`src/rtl/psum_accum_buffer.sv`:
```
// -----------------------------------------------------------------------------
// psum_accum_buffer
//
// Receive-side partner of the kernel-channel PE array's partial-sum port.
// Captures one psum word (NUM_KERNEL lanes of 2*BIT_WIDTH bits) per output
// position of a tile and returns the stored word of the next position back to
// the PE, so that the PE accumulates across input-channel passes. After the
// last pass the finished tile is drained over a valid/ready stream.
//
// Ports:
//   clk, rst          clock, synchronous active-high reset
//   i_start           one-cycle pulse: latch config, start a tile
//   i_conf_depth      positions per tile (0 -> 1, >DEPTH -> DEPTH)
//   i_conf_num_pass   channel-group passes (0 -> 1)
//   i_psum            psum word from the PE, kernel k in lane k
//   i_psum_vld        per-kernel valid; a word is taken only when all ones
//   i_fb_adv          feeder advanced to the next feedback position
//   o_psum_fb         feedback psum to the PE (combinational)
//   o_out_data        drained tile word
//   o_out_vld         drain valid
//   i_out_rdy         drain ready
//   o_busy            high while accumulating or draining
//   o_done            one-cycle pulse after the last drain beat
//   err_flags         sticky errors: [0] partial valid, [1] valid outside
//                     ACCUM, [2] feedback advance outside ACCUM,
//                     [3] start while busy
// -----------------------------------------------------------------------------
module psum_accum_buffer #(
    parameter int BIT_WIDTH  = 8,
    parameter int NUM_KERNEL = 4,
    parameter int DEPTH      = 16,
    parameter int REG_WIDTH  = 32
) (
    input  logic                                clk,
    input  logic                                rst,
    input  logic                                i_start,
    input  logic [REG_WIDTH-1:0]                i_conf_depth,
    input  logic [REG_WIDTH-1:0]                i_conf_num_pass,
    input  logic [2*BIT_WIDTH*NUM_KERNEL-1:0]   i_psum,
    input  logic [NUM_KERNEL-1:0]               i_psum_vld,
    input  logic                                i_fb_adv,
    output logic [2*BIT_WIDTH*NUM_KERNEL-1:0]   o_psum_fb,
    output logic [2*BIT_WIDTH*NUM_KERNEL-1:0]   o_out_data,
    output logic                                o_out_vld,
    input  logic                                i_out_rdy,
    output logic                                o_busy,
    output logic                                o_done,
    output logic [REG_WIDTH-1:0]                err_flags
);

    localparam int WORD_W = 2 * BIT_WIDTH * NUM_KERNEL;
    localparam int PTR_W  = (DEPTH > 1) ? $clog2(DEPTH) : 1;

    typedef enum logic [1:0] {
        ST_IDLE  = 2'd0,
        ST_ACCUM = 2'd1,
        ST_DRAIN = 2'd2
    } state_t;

    state_t                 state_r;
    logic [WORD_W-1:0]      mem_r [DEPTH];

    // Tile configuration is held as "last index" values so the wrap and
    // end-of-tile tests are plain equality compares.
    logic [PTR_W-1:0]       last_ptr_r;
    logic [REG_WIDTH-1:0]   last_pass_r;
    logic [PTR_W-1:0]       last_ptr_s;
    logic [REG_WIDTH-1:0]   last_pass_s;

    logic [PTR_W-1:0]       wr_ptr_r;
    logic [REG_WIDTH-1:0]   wr_pass_r;
    logic [PTR_W-1:0]       fb_ptr_r;
    logic [REG_WIDTH-1:0]   fb_pass_r;
    logic [PTR_W-1:0]       rd_ptr_r;
    logic [PTR_W-1:0]       rd_next_s;

    logic                   vld_all_s;
    logic                   vld_part_s;
    logic                   wr_en_s;
    logic                   wr_last_s;
    logic                   fb_en_s;
    logic [REG_WIDTH-1:0]   err_set_s;

    // Clamp the requested tile geometry into last-index form.
    always_comb begin
        last_ptr_s  = '0;
        last_pass_s = '0;
        if (i_conf_depth == '0) begin
            last_ptr_s = '0;
        end else if (i_conf_depth > REG_WIDTH'(DEPTH)) begin
            last_ptr_s = PTR_W'(DEPTH - 1);
        end else begin
            last_ptr_s = PTR_W'(i_conf_depth - REG_WIDTH'(1));
        end
        if (i_conf_num_pass == '0) begin
            last_pass_s = '0;
        end else begin
            last_pass_s = i_conf_num_pass - REG_WIDTH'(1);
        end
    end

    // Decode write / feedback / error events for this cycle.
    always_comb begin
        vld_all_s  = &i_psum_vld;
        vld_part_s = (|i_psum_vld) & ~(&i_psum_vld);
        wr_en_s    = (state_r == ST_ACCUM) && vld_all_s;
        wr_last_s  = wr_en_s && (wr_ptr_r == last_ptr_r) && (wr_pass_r == last_pass_r);
        fb_en_s    = (state_r == ST_ACCUM) && i_fb_adv;
        rd_next_s  = rd_ptr_r + PTR_W'(1);
        err_set_s  = '0;
        err_set_s[0] = vld_part_s;
        err_set_s[1] = (state_r != ST_ACCUM) && (|i_psum_vld);
        err_set_s[2] = (state_r != ST_ACCUM) && i_fb_adv;
        err_set_s[3] = (state_r != ST_IDLE) && i_start;
    end

    // Feedback is read straight from the array, so a same-cycle write to the
    // same entry is not yet visible: the PE sees the pre-write value.
    always_comb begin
        o_psum_fb = '0;
        if ((state_r == ST_ACCUM) && (fb_pass_r != '0)) begin
            o_psum_fb = mem_r[fb_ptr_r];
        end else begin
            o_psum_fb = '0;
        end
    end

    // Psum storage; intentionally not cleared by reset.
    always_ff @(posedge clk) begin
        if (wr_en_s) begin
            mem_r[wr_ptr_r] <= i_psum;
        end
    end

    // Control FSM with pointers and registered drain/status outputs.
    always_ff @(posedge clk) begin
        if (rst) begin
            state_r     <= ST_IDLE;
            last_ptr_r  <= '0;
            last_pass_r <= '0;
            wr_ptr_r    <= '0;
            wr_pass_r   <= '0;
            fb_ptr_r    <= '0;
            fb_pass_r   <= '0;
            rd_ptr_r    <= '0;
            o_out_data  <= '0;
            o_out_vld   <= 1'b0;
            o_busy      <= 1'b0;
            o_done      <= 1'b0;
        end else begin
            o_done <= 1'b0;
            case (state_r)
                ST_IDLE: begin
                    if (i_start) begin
                        state_r     <= ST_ACCUM;
                        o_busy      <= 1'b1;
                        last_ptr_r  <= last_ptr_s;
                        last_pass_r <= last_pass_s;
                        wr_ptr_r    <= '0;
                        wr_pass_r   <= '0;
                        fb_ptr_r    <= '0;
                        fb_pass_r   <= '0;
                    end
                end
                ST_ACCUM: begin
                    if (wr_en_s) begin
                        if (wr_ptr_r == last_ptr_r) begin
                            wr_ptr_r  <= '0;
                            wr_pass_r <= wr_pass_r + REG_WIDTH'(1);
                        end else begin
                            wr_ptr_r  <= wr_ptr_r + PTR_W'(1);
                        end
                        if (wr_last_s) begin
                            state_r  <= ST_DRAIN;
                            rd_ptr_r <= '0;
                        end
                    end
                    if (fb_en_s) begin
                        if (fb_ptr_r == last_ptr_r) begin
                            fb_ptr_r  <= '0;
                            fb_pass_r <= fb_pass_r + REG_WIDTH'(1);
                        end else begin
                            fb_ptr_r  <= fb_ptr_r + PTR_W'(1);
                        end
                    end
                end
                ST_DRAIN: begin
                    // rd_ptr_r always names the entry currently presented.
                    if (!o_out_vld) begin
                        o_out_vld  <= 1'b1;
                        o_out_data <= mem_r[rd_ptr_r];
                    end else if (i_out_rdy) begin
                        if (rd_ptr_r == last_ptr_r) begin
                            o_out_vld <= 1'b0;
                            o_busy    <= 1'b0;
                            o_done    <= 1'b1;
                            state_r   <= ST_IDLE;
                        end else begin
                            rd_ptr_r   <= rd_next_s;
                            o_out_data <= mem_r[rd_next_s];
                        end
                    end
                end
                default: begin
                    state_r   <= ST_IDLE;
                    o_busy    <= 1'b0;
                    o_out_vld <= 1'b0;
                end
            endcase
        end
    end

    // Sticky error register.
    always_ff @(posedge clk) begin
        if (rst) begin
            err_flags <= '0;
        end else begin
            err_flags <= err_flags | err_set_s;
        end
    end

endmodule
```
`config.mk`:
```
export PLATFORM = sky130hd
export DESIGN_NAME = psum_accum_buffer
export DESIGN_NICKNAME = d
export VERILOG_FILES = /design/src/rtl/psum_accum_buffer.sv
export SDC_FILE = /design/constraint.sdc
export NUM_CORES = 2
export LEC_CHECK = 0
export BUFFER_PORTS_ARGS = -buffer_cell sky130_fd_sc_hd__buf_4
export CORE_AREA = 2 2 392 589
export DETAILED_ROUTE_END_ITERATION = 7
export DIE_AREA = 0 0 394 591
export PLACE_DENSITY = 0.5
export REMOVE_ABC_BUFFERS = 1
export SLEW_MARGIN = 10
export SYNTH_ARGS = -nofsm -noshare
export SYNTH_HDL_FRONTEND = slang
export SYNTH_SLANG_ARGS = --single-unit
```
`constraint.sdc`:
```
create_clock -name clk -period 5.45 [get_ports clk]
set_input_delay 0.2725 -clock clk [delete_from_list [all_inputs] [get_ports clk]]
set_output_delay 0.2725 -clock clk [all_outputs]
set_load 0.03 [all_outputs]
```
==> flow_metrics.py <==
metrics = {
    "sta": {
        "timing.fmax_mhz": 244,
        "relSlewSlack_pct": 17.5,
        "finalHoldViolCount": 0,
        "final_max_slew_viol_count": 0,
        "finalClockSkew_ns": 0.0223,
        "setup_ws_ns": 1.35,
        "fin_crit_ns": 4.10,
        "rsz0062_at_grt": "no",
        "post-route-period-util_pct": 75.3,
        "setup_viol_count_final": 0,
        "tightest_slew_ns": 1.23,
    },
    "critical_path": {
        "crit_chain": "buf_4 -> mux4_2 -> mux4_2 -> nor2b_1 -> buf_4",
        "worstPathMaxFanout": 50,
        "start_kind": "register",
        "critPathMaxStageDelay_ns": 0.95,
        "path_class": "reg2out",
        "critPathTopFamily": "flip-flops",
        "r2r-end": "o_out_data[30]$_SDFFE_PP0P_",
        "worstSetupEndpointType": "output port",
        "r2r_start": "rd_ptr_r[0]$_SDFFE_PP0P_",
        "r2r_cells": 7,
        "cp_slowest_cell": "dfxtp_4",
        "r2r_slack_ns": 2.04,
        "arrival_ns": 3.83,
        "cp.required_ns": 5.18,
        "critPathBufInv": 2,
    },
    "detailed_routing": {
        "drt_iter0_markers": 2937,
        "top_layer_used": "met5",
        "vias_per_cell": 5.47,
        "drc": 0,
        "wl_met2_mm": 109,
        "wl_per_cell_um": 30.1,
        "ant_nets": 0,
        "vias": 38700,
        "finalWirelength_mm": 213,
        "wl_met3_mm": 13.7,
        "wl_met1_mm": 82.6,
        "drt-pass1-iter-count": 5,
    },
    "power": {
        "power_density_nw_per_um2": 272,
        "p_sw_mw": 4.44,
        "p_leak_nw": 22.7,
        "irDropWorstVdd_v": 0.000327,
        "pwr-share-seq_pct": 49.6,
        "p_clk_share_pct": 45.3,
        "swShare_pct": 21.7,
        "internal_power_mw": 16.0,
        "pwr-share-comb_pct": 5.1,
    },
    "placed_design": {
        "dp_hpwl_mm": 128,
        "preCtsSetupSlack_ns": 2.05,
        "placed_cell_area_sq_um": 69500,
        "place.port_buffers": 271,
        "gp_congestion": 0.761,
    },
    "min_path": {
        "min_path_cells": 5,
        "worstHoldPathType": "in2reg",
        "hold_start": "i_conf_depth[1]",
        "hold_end": "last_ptr_r[1]$_SDFFE_PP0P_",
    },
    "synth": {
        "synth_top_flop_cell": "edfxtp_1",
        "synth-seq-cells": 1217,
        "syn_area_sq_um": 63500,
        "yosysWarnings": 0,
        "syn_inst": 3551,
        "synth_enable_flop_cells": 1024,
        "async_flop_share_pct": 0,
        "synth_seq_area_share_pct": 54.5,
        "avgSynthCellArea_sq_um": 17.9,
        "synth_cell_types": 62,
    },
    "job": {
        "maxCapViolations": 0,
    },
    "global_routing": {
        "grt_pass1_wl_mm": 303,
        "antenna_found_initial": 28,
        "grt_max_degree": 85,
        "track_usage_pct": 18.1,
        "gr-total-overflow": 0,
        "grt_pass1_vias": 41100,
    },
    "die": {
        "start_util_pct": 27.9,
        "die_area_sq_um": 233000,
        "core_sq_um": 228000,
        "die_w_um": 394,
        "die_h_um": 591,
        "rows": 215,
        "io_pins": 300,
    },
    "cells_and_area": {
        "final_core_util_pct": 33.0,
        "fill_cells": 21800,
        "layout-drive-gt1-share_pct": 37.8,
        "multiInputGateArea_sq_um": 27600,
        "nets": 4053,
        "syn2layout_area_growth_pct": 18.6,
        "seqCellArea_sq_um": 34600,
        "post-route-cell-area_sq_um": 75300,
    },
    "outcome": {
        "status": "finished clean",
    },
    "clocking": {
        "cts_tree": "built",
        "h-tree-depth": 4,
        "clkTransAtPathRegs_ns": 0.06,
        "cts_made_buffers": 137,
        "worstSkewPairLatency_ns": 0.78,
        "clock-sinks": 1217,
        "cts_root_buffer": "clkbuf_16",
        "cts_buffer_depth": 3,
        "post_cts_buffers": 0,
    },
}
-- per-layer routing --
layer	vias up	global-route usage, %
met4	18	6.41
met2	1532	31.7
met1	20800	21.9
li1	15900	-
met5	-	0
met3	376	3.93
-- worst max path at each step --
| stage | startpoint | depth (start not counted) | end |
|---|---|---|---|
| floorplan | rd_ptr_r[0]$_SDFFE_PP0P_ | 6 | o_out_data[0]$_SDFFE_PP0P_ |
| global placement | register | 5 | o_psum_fb[26] |
| detailed placement | register | 5 | o_psum_fb[26] |
| CTS | register | 5 | o_psum_fb[26] |
| global route | register | 5 | o_psum_fb[26] |
| finish | register | 5 | o_psum_fb[26] |
-- cell usage after synthesis (all sizes together), types with 7 or more instances --
master / instances / share of area (%)
edfxtp: 1024 / 48
mux4: 874 / 31
dfxtp: 193 / 6.1
clkbuf: 176 / 1.0
buf: 154 / 1.3
nor2b: 134 / 1.3
a211oi: 128 / 1.5
nand2: 99 / 0.59
nor2: 98 / 0.59
mux2i: 91 / 1.4
xor2: 66 / 0.91
xnor2: 59 / 0.81
nor4: 57 / 0.64
nand3: 52 / 0.41
o21ai: 50 / 0.41
a221o: 41 / 0.65
a21oi: 37 / 0.30
nor3: 29 / 0.26
inv: 23 / 0.14
a22o: 21 / 0.29
o2111ai: 21 / 0.29
or3: 17 / 0.18
nand4: 16 / 0.16
ha: 13 / 0.26
or4: 10 / 0.12
nand2b: 7 / 0.069
-- repair_timing --
item	CTS	global route
resized for setup	0	0
hold buffers	132	0
endpoints found under the hold margin	1079	0
-- placed cells by master (no fill, tap or decap), types with 64 or more instances in the layout --
master,synthesis,routed
dfxtp_1,193,183
mux2i_1,91,91
dlygate4sd3_1,0,132
a211oi_1,128,128
buf_4,31,347
xor2_1,66,64
edfxtp_1,1024,1024
mux4_2,874,874
clkbuf_16,0,145
nand2_1,99,97
nor2b_1,134,133
nor2_1,96,82
-- kinds of logic (layout without fill, tap and decap cells) --
family | after synthesis | in the layout | share of synthesized area (%)
simple gates | 552 | 552 | 4.73
flops | 1217 | 1217 | 54.5
fa+ha+maj | 13 | 13 | 0.256
buf+inv | 353 | 793 | 2.48
xor+xnor | 125 | 125 | 1.73
other cells | 1 | 35 | 0.00591
mux | 967 | 967 | 32.5
compound gates | 323 | 323 | 3.77
-- sequential cells by signal, summed over array words and instances, names as in the netlist, named ones only --
signal / flops
last_pass_r: 32
fb_pass_r: 32
state_r: 2
fb_ptr_r: 4
mem_r: 1024
wr_pass_r: 32
rd_ptr_r: 4
last_ptr_r: 4
o_out_data: 64
o_busy: 1
err_flags: 4
o_out_vld: 1
o_done: 1
wr_ptr_r: 4
-- worst min-delay path, cell delays in order --
cell     delay, ns
buf_4         0.11
inv_1         0.08
ha_1          0.13
a21oi_1       0.08
a21o_1        0.15
-- per-stage QoR --
step	hold slack (ns)	power, mW	TNS [ns]	std cells
3_3_place_gp	0.438	11.3	0	6670
5_1_grt	0.101	21.1	0	7060
6_report	0.0796	20.5	0	7063
4_1_cts	0.00650	20.7	0	7056
2_1_floorplan	0.342	11.1	-1387.83	3248
3_5_place_dp	0.458	11.3	0	6670
-- power groups by stage --
stage	sequential (mW)	clock [mW]	combinational, mW
global placement	10.3	0	0.972
global route	10.1	9.84	1.13
CTS	10.2	9.51	1.07
detailed placement	10.3	0	0.979
floorplan	10.4	0	0.644
finish	10.1	9.27	1.04
-- area by class of cell --
cell class,count,area share (%)
multi-input combinational,2008,36.6
inverter,23,0.115
clock buffer,196,5.24
antenna,7,0.0233
sequential,1217,46.0
clock inverter,58,0.706
tap,3038,5.05
timing repair buffer,516,6.20
No activity file was read; power rests on OpenSTA's default activity.
